==> config.mk <==
export PLATFORM = sky130hd
export DESIGN_NAME = systemizer_ctrl
export DESIGN_NICKNAME = d
export VERILOG_FILES = /design/src/rtl/systemizer_pkg.sv /design/src/rtl/systemizer_ctrl_skid_fifo.sv /design/src/rtl/systemizer_ctrl.sv
export SDC_FILE = /design/constraint.sdc
export NUM_CORES = 1
export LEC_CHECK = 0
export CORE_UTILIZATION = 50
export DETAILED_ROUTE_END_ITERATION = 6
export PLACE_DENSITY = 0.75
export SLEW_MARGIN = 20
export SYNTH_ARGS = -nofsm -noshare
export SYNTH_HDL_FRONTEND = slang
export SYNTH_SLANG_ARGS = --single-unit
==> constraint.sdc <==
create_clock -name clk -period 3.01 [get_ports clk]
set_clock_uncertainty 0.1 [all_clocks]
set_input_delay 0.4515 -clock clk [delete_from_list [all_inputs] [get_ports clk]]
set_output_delay 0.4515 -clock clk [all_outputs]
set_load 0.01 [all_outputs]
==> src/rtl/systemizer_pkg.sv <==
// Shared types and sizes for the systemizer sequencer.
// Geometry of the GF(2) matrix and the control FSM states.
package systemizer_pkg;

    localparam int M     = 1;
    localparam int N     = 4;
    localparam int L     = 8;
    localparam int K     = 16;
    localparam int NB    = K / N;
    localparam int WORDS = L * K / N;
    localparam int BW    = $clog2(NB + 1);
    localparam int AW    = $clog2(WORDS);
    localparam int W     = N * M;

    typedef enum logic [2:0] {
        S_IDLE,
        S_LOAD,
        S_RUN,
        S_WAIT,
        S_DRAIN
    } state_t;

endpackage

==> src/rtl/systemizer_ctrl_skid_fifo.sv <==
// Two-entry FIFO that absorbs engine read data while the output stalls.
// The caller guarantees no push when full and no pop when empty.
module sysz_skid_fifo #(
    parameter int DW = 4
) (
    input  logic          clk_i,
    input  logic          rst_i,
    input  logic          push_i,
    input  logic [DW-1:0] din_i,
    input  logic          pop_i,
    output logic [DW-1:0] dout_o,
    output logic          valid_o,
    output logic [1:0]    count_o
);

    logic [DW-1:0] mem_q [2];
    logic          wp_q;
    logic          rp_q;
    logic [1:0]    cnt_q;

    always_ff @(posedge clk_i) begin
        if (rst_i) begin
            mem_q[0] <= '0;
            mem_q[1] <= '0;
            wp_q     <= 1'b0;
            rp_q     <= 1'b0;
            cnt_q    <= 2'd0;
        end else begin
            if (push_i) begin
                mem_q[wp_q] <= din_i;
                wp_q        <= !wp_q;
            end
            if (pop_i) begin
                rp_q <= !rp_q;
            end
            cnt_q <= cnt_q + {1'b0, push_i} - {1'b0, pop_i};
        end
    end

    assign dout_o  = mem_q[rp_q];
    assign valid_o = (cnt_q != 2'd0);
    assign count_o = cnt_q;

endmodule

==> src/rtl/systemizer_ctrl.sv <==
// Load-run-drain sequencer for the systemizer phase engine.
// Owns the engine memory ports; the host only sees word streams.
module systemizer_ctrl
    import systemizer_pkg::*;
(
    input  logic          clk,
    input  logic          rst,
    input  logic          cmd_start,
    input  logic [BW-1:0] cmd_block,
    output logic          busy,
    output logic          done,
    output logic          err_block,
    input  logic          in_valid,
    output logic          in_ready,
    input  logic [W-1:0]  in_data,
    output logic          out_valid,
    input  logic          out_ready,
    output logic [W-1:0]  out_data,
    output logic          out_last,
    output logic          ph_start,
    output logic [BW-1:0] ph_start_block,
    input  logic          ph_done,
    output logic          ph_pk_wr_en,
    output logic [AW-1:0] ph_pk_wr_addr,
    output logic [W-1:0]  ph_pk_din,
    output logic          ph_rd_en,
    output logic [AW-1:0] ph_rd_addr,
    input  logic [W-1:0]  ph_rd_data
);

    localparam logic [BW-1:0] NBLK = BW'(NB);
    localparam logic [AW-1:0] LAST = AW'(WORDS - 1);

    state_t        state_q, state_d;
    logic [AW-1:0] wcnt_q, rcnt_q, ocnt_q, wr_addr_q;
    logic [BW-1:0] blk_q;
    logic [W-1:0]  din_q;
    logic          busy_q, done_q, err_q, wr_en_q;
    logic          full_q, rd_all_q, infl_q;
    logic          rd_issue, pop, fifo_valid;
    logic [1:0]    fifo_cnt;
    logic [2:0]    used;

    // A same-cycle pop frees a slot, which keeps drain at one word per cycle.
    assign pop  = fifo_valid && out_ready;
    assign used = {1'b0, fifo_cnt} + {2'b0, infl_q} - {2'b0, pop};

    always_comb begin
        state_d  = state_q;
        in_ready = 1'b0;
        rd_issue = 1'b0;
        unique case (state_q)
            S_IDLE: begin
                if (cmd_start && (cmd_block < NBLK)) state_d = S_LOAD;
            end
            // Extra LOAD cycle after the last word lets its write retire before RUN.
            S_LOAD: begin
                in_ready = !full_q;
                if (full_q) state_d = S_RUN;
            end
            S_RUN:  state_d = S_WAIT;
            S_WAIT: begin
                if (ph_done) state_d = S_DRAIN;
            end
            S_DRAIN: begin
                rd_issue = !rd_all_q && (used < 3'd2);
                if (pop && (ocnt_q == LAST)) state_d = S_IDLE;
            end
            default: state_d = S_IDLE;
        endcase
    end

    always_ff @(posedge clk) begin
        if (rst) begin
            state_q   <= S_IDLE;
            wcnt_q    <= '0;
            rcnt_q    <= '0;
            ocnt_q    <= '0;
            wr_addr_q <= '0;
            blk_q     <= '0;
            din_q     <= '0;
            busy_q    <= 1'b0;
            done_q    <= 1'b0;
            err_q     <= 1'b0;
            wr_en_q   <= 1'b0;
            full_q    <= 1'b0;
            rd_all_q  <= 1'b0;
            infl_q    <= 1'b0;
        end else begin
            state_q <= state_d;
            done_q  <= 1'b0;
            err_q   <= 1'b0;
            wr_en_q <= 1'b0;
            infl_q  <= rd_issue;
            unique case (state_q)
                S_IDLE: begin
                    if (cmd_start) begin
                        if (cmd_block < NBLK) begin
                            blk_q    <= cmd_block;
                            busy_q   <= 1'b1;
                            wcnt_q   <= '0;
                            rcnt_q   <= '0;
                            ocnt_q   <= '0;
                            full_q   <= 1'b0;
                            rd_all_q <= 1'b0;
                        end else begin
                            err_q <= 1'b1;
                        end
                    end
                end
                S_LOAD: begin
                    if (in_valid && in_ready) begin
                        wr_en_q   <= 1'b1;
                        wr_addr_q <= wcnt_q;
                        din_q     <= in_data;
                        if (wcnt_q == LAST) full_q <= 1'b1;
                        else wcnt_q <= wcnt_q + 1'b1;
                    end
                end
                S_DRAIN: begin
                    if (rd_issue) begin
                        if (rcnt_q == LAST) rd_all_q <= 1'b1;
                        else rcnt_q <= rcnt_q + 1'b1;
                    end
                    if (pop) begin
                        if (ocnt_q == LAST) begin
                            done_q <= 1'b1;
                            busy_q <= 1'b0;
                        end else begin
                            ocnt_q <= ocnt_q + 1'b1;
                        end
                    end
                end
                default: ;
            endcase
        end
    end

    sysz_skid_fifo #(.DW(W)) u_skid (
        .clk_i   (clk),
        .rst_i   (rst),
        .push_i  (infl_q),
        .din_i   (ph_rd_data),
        .pop_i   (pop),
        .dout_o  (out_data),
        .valid_o (fifo_valid),
        .count_o (fifo_cnt)
    );

    assign busy           = busy_q;
    assign done           = done_q;
    assign err_block      = err_q;
    assign out_valid      = fifo_valid;
    assign out_last       = fifo_valid && (ocnt_q == LAST);
    assign ph_start       = (state_q == S_RUN);
    assign ph_start_block = blk_q;
    assign ph_pk_wr_en    = wr_en_q;
    assign ph_pk_wr_addr  = wr_addr_q;
    assign ph_pk_din      = din_q;
    assign ph_rd_en       = rd_issue;
    assign ph_rd_addr     = rcnt_q;

endmodule

---- Yosys cells after proc, flatten, opt, wreduce, memory -nomap -nowiden ----
Memories as Yosys holds them, arrays and structs flattened. A register that Yosys moved wholly into a read port is not among the register bits.
Cells that the tools add are included.
storage, ports and cells
  bits in registers ....................... 41
  bits in writable memories ............... 8
  logic and storage cells ................. 125
  memories ................................ 1
memory list
  memory        depth  bits a word  read ports  clocked after memory_dff  write ports  line                             RTL
  u_skid.mem_q  2      4            1           1                         2            systemizer_ctrl_skid_fifo.sv:16  logic [DW-1:0] mem_q [2];
cells by class
  add/subtract/negate cells ............... 7
  order comparisons ....................... 2
  eq/ne operators ......................... 22
  muxes and demuxes ....................... 44
  bitwise operators ....................... 5
  reduce and logical (&&, ||, !) cells .... 27
operators by type and width
  operator             number
  $mux 5               8
  $ne 2x2->1 const B   15
  $pmux 5 s2           3
  $reduce_and 5->1     6
  $mux 1               24
  $add 5x1->5 const B  3
  $eq 5x5->1 const B   3
  $pmux 3 s5           1
  $mux 3               4
  $eq 3x2->1 const B   2
  $logic_and 1x1->1    6
  $pmux 1 s2           3
  $reduce_bool 2->1    3
  $reduce_or 3->1      2
  $not 1->1            5
  $logic_not 1->1      4
  $mux 4               1
  $reduce_and 4->1     1
  $reduce_or 4->1      1
  $add 2x1->3          1
  $eq 3x1->1 const B   1
  $eq 3x3->1 const B   1
  $logic_not 3->1      1
  $lt 3x2->1 const B   1
  other kinds (7)      7

---- Logic depth before layout (Yosys ltp) ----
  depth after elaboration ................. 8
  mapped depth ............................ 9
  mapped depth without buffers ............ 9

---- Cells and area by module ----
Synthesis repeated with hierarchy kept, for this count alone.
second synthesis, totals
  cells, all modules ...................... 247
  area total of the unflattened synthesis .. 2299.7 µm²
by module, submodules not included
  module           times used  cells an instance  area an instance (µm²)  sequential area each (µm²)
  systemizer_ctrl  1           200                1732.9                  740.7
  sysz_skid_fifo   1           47                 566.8                   340.3

---- Least setup slack after synthesis ----
OpenSTA, ideal clock, no wires.
  path type ............................... input to register
  start ................................... in out_ready
  end ..................................... reg rcnt_q[3] (netlist: ph_rd_addr[3])
  setup time .............................. 0.119 ns
  data arrival time ....................... 2.207 ns
  required time ........................... 2.791 ns
  slack ................................... 0.584 ns
  cell stages on the path ................. 8
  cells stage by stage .................... nand3_1 -> o21ai_0 -> ha_1 -> fa_1 -> or2_2 -> nor4b_4 -> nand4_1 -> mux2i_1
on the way
  word-level cells in the longest chain between the ends .. 7
ends and longest elaborated chain
  element                     line                    RTL
  from (decl)                 systemizer_ctrl.sv:17   input logic out_ready,
  $logic_and 1x1->1           systemizer_ctrl.sv:45   assign pop = fifo_valid && out_ready;
  $sub 3x1->3                 systemizer_ctrl.sv:46   assign used = {1'b0, fifo_cnt} + {2'b0, infl_q} - {2'b0, pop};
  via used[1]                 systemizer_ctrl.sv:42   logic [2:0] used;
  $lt 3x2->1                  systemizer_ctrl.sv:66   rd_issue = !rd_all_q && (used < 3'd2);
  $logic_and 1x1->1           systemizer_ctrl.sv:66
  $mux 1                      systemizer_ctrl.sv:52   unique case (state_q)
  $ne 2x2->1 (no line)        --
  $reduce_and 5->1 (no line)  --
  to (signal assigned)        systemizer_ctrl.sv:123  else rcnt_q <= rcnt_q + 1'b1;
  to (decl)                   systemizer_ctrl.sv:35   logic [AW-1:0] wcnt_q, rcnt_q, ocnt_q, wr_addr_q;
The timed path passes the listed nets, and every way through them passes these cells.
A chain may end at the register's enable or synchronous reset.

---- Final worst setup path ----
  start ................................... in out_ready
  end ..................................... out ph_rd_en
on the way
  word-level cells in the longest chain between the ends .. 5
ends and longest elaborated chain
  element            line                   RTL
  $logic_and 1x1->1  systemizer_ctrl.sv:45
  $sub 3x1->3        systemizer_ctrl.sv:46
  via used[1]        systemizer_ctrl.sv:42
  $lt 3x2->1         systemizer_ctrl.sv:66
  $logic_and 1x1->1  systemizer_ctrl.sv:66
  $mux 1             systemizer_ctrl.sv:52
  to (decl)          systemizer_ctrl.sv:26  output logic ph_rd_en,
The timed path passes the listed nets, and every way through them passes these cells.

==> key figures <==
Synthesis
  • Flops & latches, synth: 50
  • Avg Inst Size Synth: 9.04 um^2
  • Mapped Area: 0.00224 mm^2
  • Main synth FF type: dfxtp_1
  • Synth top area share: 37.5%
  • Sequential area share after synthesis: 48.2%
  • Gate Count Post-Synth: 248
  • Synth area leader: dfxtp_1
  • Top-count cell post-synth: dfxtp_1
  • Synth unique cells: 41
  • Ys async rst share: 0%
  • Commonest cells in the netlist: dfxtp_1, nand2_1, a21oi_1, nor2_1, o21ai_0
  • Yosys warning count: 0
  • Post-synth EDFFs: 8
  • Largest cells by area after synthesis: dfxtp_1, edfxtp_1, a21oi_1, nand2_1, ha_1
  • Synthesized Nets: 273

Run
  • Max cap viols: 0

Clock network
  • CTS tree: built
  • CTS Hold Bufs: 0
  • CTS Sinks: 50
  • Worst-path clk slew: 0.08 ns
  • Post-CTS Repair Setup Buffers: 0
  • H-tree level count: 2
  • Bufs on Longest Clock Path: 2
  • Worst-Skew Late Latency: 0.31 ns
  • Clk root buf: clkbuf_8
  • TritonCTS buffer count: 5

Drt
  • Via density: 5.52
  • WL/cell: 13.9 um
  • Initial DRC Count: 165
  • Routed Antenna Nets: 0
  • Final wirelength: 4870 um
  • DRC: 0
  • Drt first pass iters: 4
  • Vias: 1933

Critical path
  • R2R depth: 9
  • CP Class: in -> out
  • Reg2reg start: u_skid.count_o[1]
  • CP Buf/Inv Count: 2
  • Reg-to-reg slack, setup: 0.37 ns
  • Worst setup SP type: input port
  • CP max-delay cell: clkdlybuf4s50_1
  • Largest delay share family, worst path: adder cells
  • Crit path capture type: output pin
  • R2r endpoint: ph_rd_addr[4]
  • Worst endpoint required time: 2.46 ns
  • Max stage delay on crit path: 0.51 ns
  • Worst EP arrival: 2.31 ns
  • CP Launch Point: out_ready
  • Cell Chain, Critical Path: clkdlybuf4s50_1 -> nand3_1 -> o21ai_0 -> ha_2 -> fa_1 -> nor2_2 -> nand2_1 -> nor2_1 -> clkbuf_2
  • Worst-path maximum fanout: 4

Worst hold path
  • Hold wc startpoint: ph_pk_wr_addr[0]
  • Hold path depth: 2
  • Worst hold endpoint: ph_pk_wr_addr[0]
  • Hold Path Class: reg -> reg

STA
  • Max Freq: 0.349 GHz
  • Fin Setup TNS: 0 ns
  • Worst slew margin: 54.8%
  • Max Slew Vio Count: 0
  • Crit share post-route: 95.2%
  • RSZ-0062 raised after global routing: no
  • Least-Margin Pin Slew: 0.673 ns
  • Final Hold Viols: 0
  • Minimum clock period: 2.87 ns
  • Final setup margin: 0.145 ns
  • Setup violators final: 0

Layout
  • # nets final: 324
  • Antenna Cells: 0
  • FILL cells: 361
  • Post-route cell area: 0.00291 mm^2
  • Share of cells above drive strength 1: 10.3%
  • Area grow syn2layout: 29.6%
  • Seq. cell area: 0.00108 mm^2
  • Multi-input logic area: 0.00111 mm^2

Run status
  • Status: finished, final reports clean

Floorplanning
  • Die span in x: 69.0 um
  • Core area: 0.00414 mm^2
  • # rows: 23
  • Initial Util: 54.1%
  • IO Count: 47
  • DIE AREA: 0.00476 mm^2
  • Die height: 69.0 um

GRT
  • Via count of the first global-routing pass: 1644
  • Overflow after GRT: 0
  • GRT Util Overall: 22.3%
  • Global-route wire length before repair: 7650 um
  • Initial antenna violation count: 0
  • Largest net degree at the start of global routing: 19

Power
  • Pwr/cell area: 441 mW/mm^2
  • Peak supply drop: 0.000260 V
  • Pleak: 0.00107 uW

Place
  • Final GP Congestion: 0.800
  • Post-DP HPWL: 3440 um
  • Port bufs: 46
  • Dpl ws: -0.223 ns
  • Cell Area, Placed: 0.00279 mm^2
-- area by class of cell --
| cell class | instances | area share (%) |
|---|---|---|
| multi-input cells | 183 | 38.4 |
| flip-flops and latches | 50 | 37.2 |
| repair buffers | 55 | 18.0 |
| clock buffers | 5 | 2.37 |
| well taps | 50 | 2.15 |
| clock inverters | 3 | 1.38 |
| inverters | 4 | 0.517 |
-- sequential cells by signal (all words and copies together) (netlist names), named ones only --
name	cells
ocnt_q	5
busy	1
wcnt_q	5
full_q	1
done	1
u_skid.wp_q	1
u_skid.count_o	2
infl_q	1
ph_start_block	3
u_skid.rp_q	1
ph_rd_addr	5
ph_pk_wr_en	1
rd_all_q	1
u_skid.mem_q	8
state_q	3
ph_pk_wr_addr	5
err_block	1
ph_pk_din	4
-- cells in the final DEF (no fill, tap or decap), drive strengths merged, types with 2 or more instances in the layout --
cell type      count
nand3              5
nor2b              4
nor4b              4
nor3              10
nand4              3
a31oi              3
or4                2
and2               4
or3b               2
clkbuf             6
buf                9
a21oi             26
nor3b              4
clkinv             2
mux2               5
o21ai             17
o21a               3
clkdlybuf4s50     45
nand3b             2
and3               3
mux2i              2
edfxtp             8
or2                2
nand4b             3
dfxtp             42
nand2b             9
inv                4
ha                 7
nor2              23
xor2               2
nand2             29
-- per-layer routing --
layer | GRT usage (%) | wire length [um] | vias to the layer above
met3 | 5.43 | 280 | 7
li1 | - | - | 977
met2 | 35.2 | 2270 | 48
met1 | 29.6 | 2260 | 901
met5 | 0 | 0 | -
met4 | 7.65 | 65 | 0
-- tightest hold or removal path, cell delays in order (launching register included) --
cell and delay, ns:
dfxtp_1 0.32, nand2_1 0.05, a21oi_1 0.05
-- what timing repair did --
item	in CTS	in global routing
gates cloned	0	0
pin swaps	0	1
setup endpoints to repair	1	1
resized for setup	1	5
-- report_power, final --
part	switching (uW)	internal, uW
sequential	10.1	690
combinational	58.7	58.7
clock	220	245
-- worst max path at each step --
| stage | to | depth (start not counted) | slack [ns] |
|---|---|---|---|
| 6_report | ph_rd_en | 9 | 0.14 |
| 3_5_place_dp | ph_rd_en | 9 | -0.22 |
| 2_1_floorplan | ph_rd_addr[3] | 8 | 0.58 |
| 5_1_grt | ph_rd_en | 9 | 0.05 |
| 3_3_place_gp | ph_rd_en | 9 | -0.17 |
| 4_1_cts | ph_rd_en | 9 | 0.04 |
-- metrics by stage --
stage / total power [uW] / instances / hold slack (ns) / utilization (%)
2_1_floorplan: 773 / 248 / 0.346 / -
3_3_place_gp: 831 / 342 / 0.342 / 67.3
3_5_place_dp: 832 / 342 / 0.348 / 67.3
4_1_cts: 1290 / 350 / 0.361 / 69.9
5_1_grt: 1340 / 350 / 0.384 / 70.1
6_report: 1280 / 350 / 0.356 / 70.1
-- cells by family (layout without fill, tap and decap cells) --
group	count (synthesis)	after routing	synth area share [%]
muxes	7	7	3.40
AOI/OAI and AO/OA	55	55	13.6
buffers and inverters	15	67	2.62
DFF	50	50	48.2
adders and majority gates	8	8	4.80
xor gates and xnor gates	2	2	0.781
and+or+nand+nor	111	111	26.6
Power figures use the tool's default switching activity.
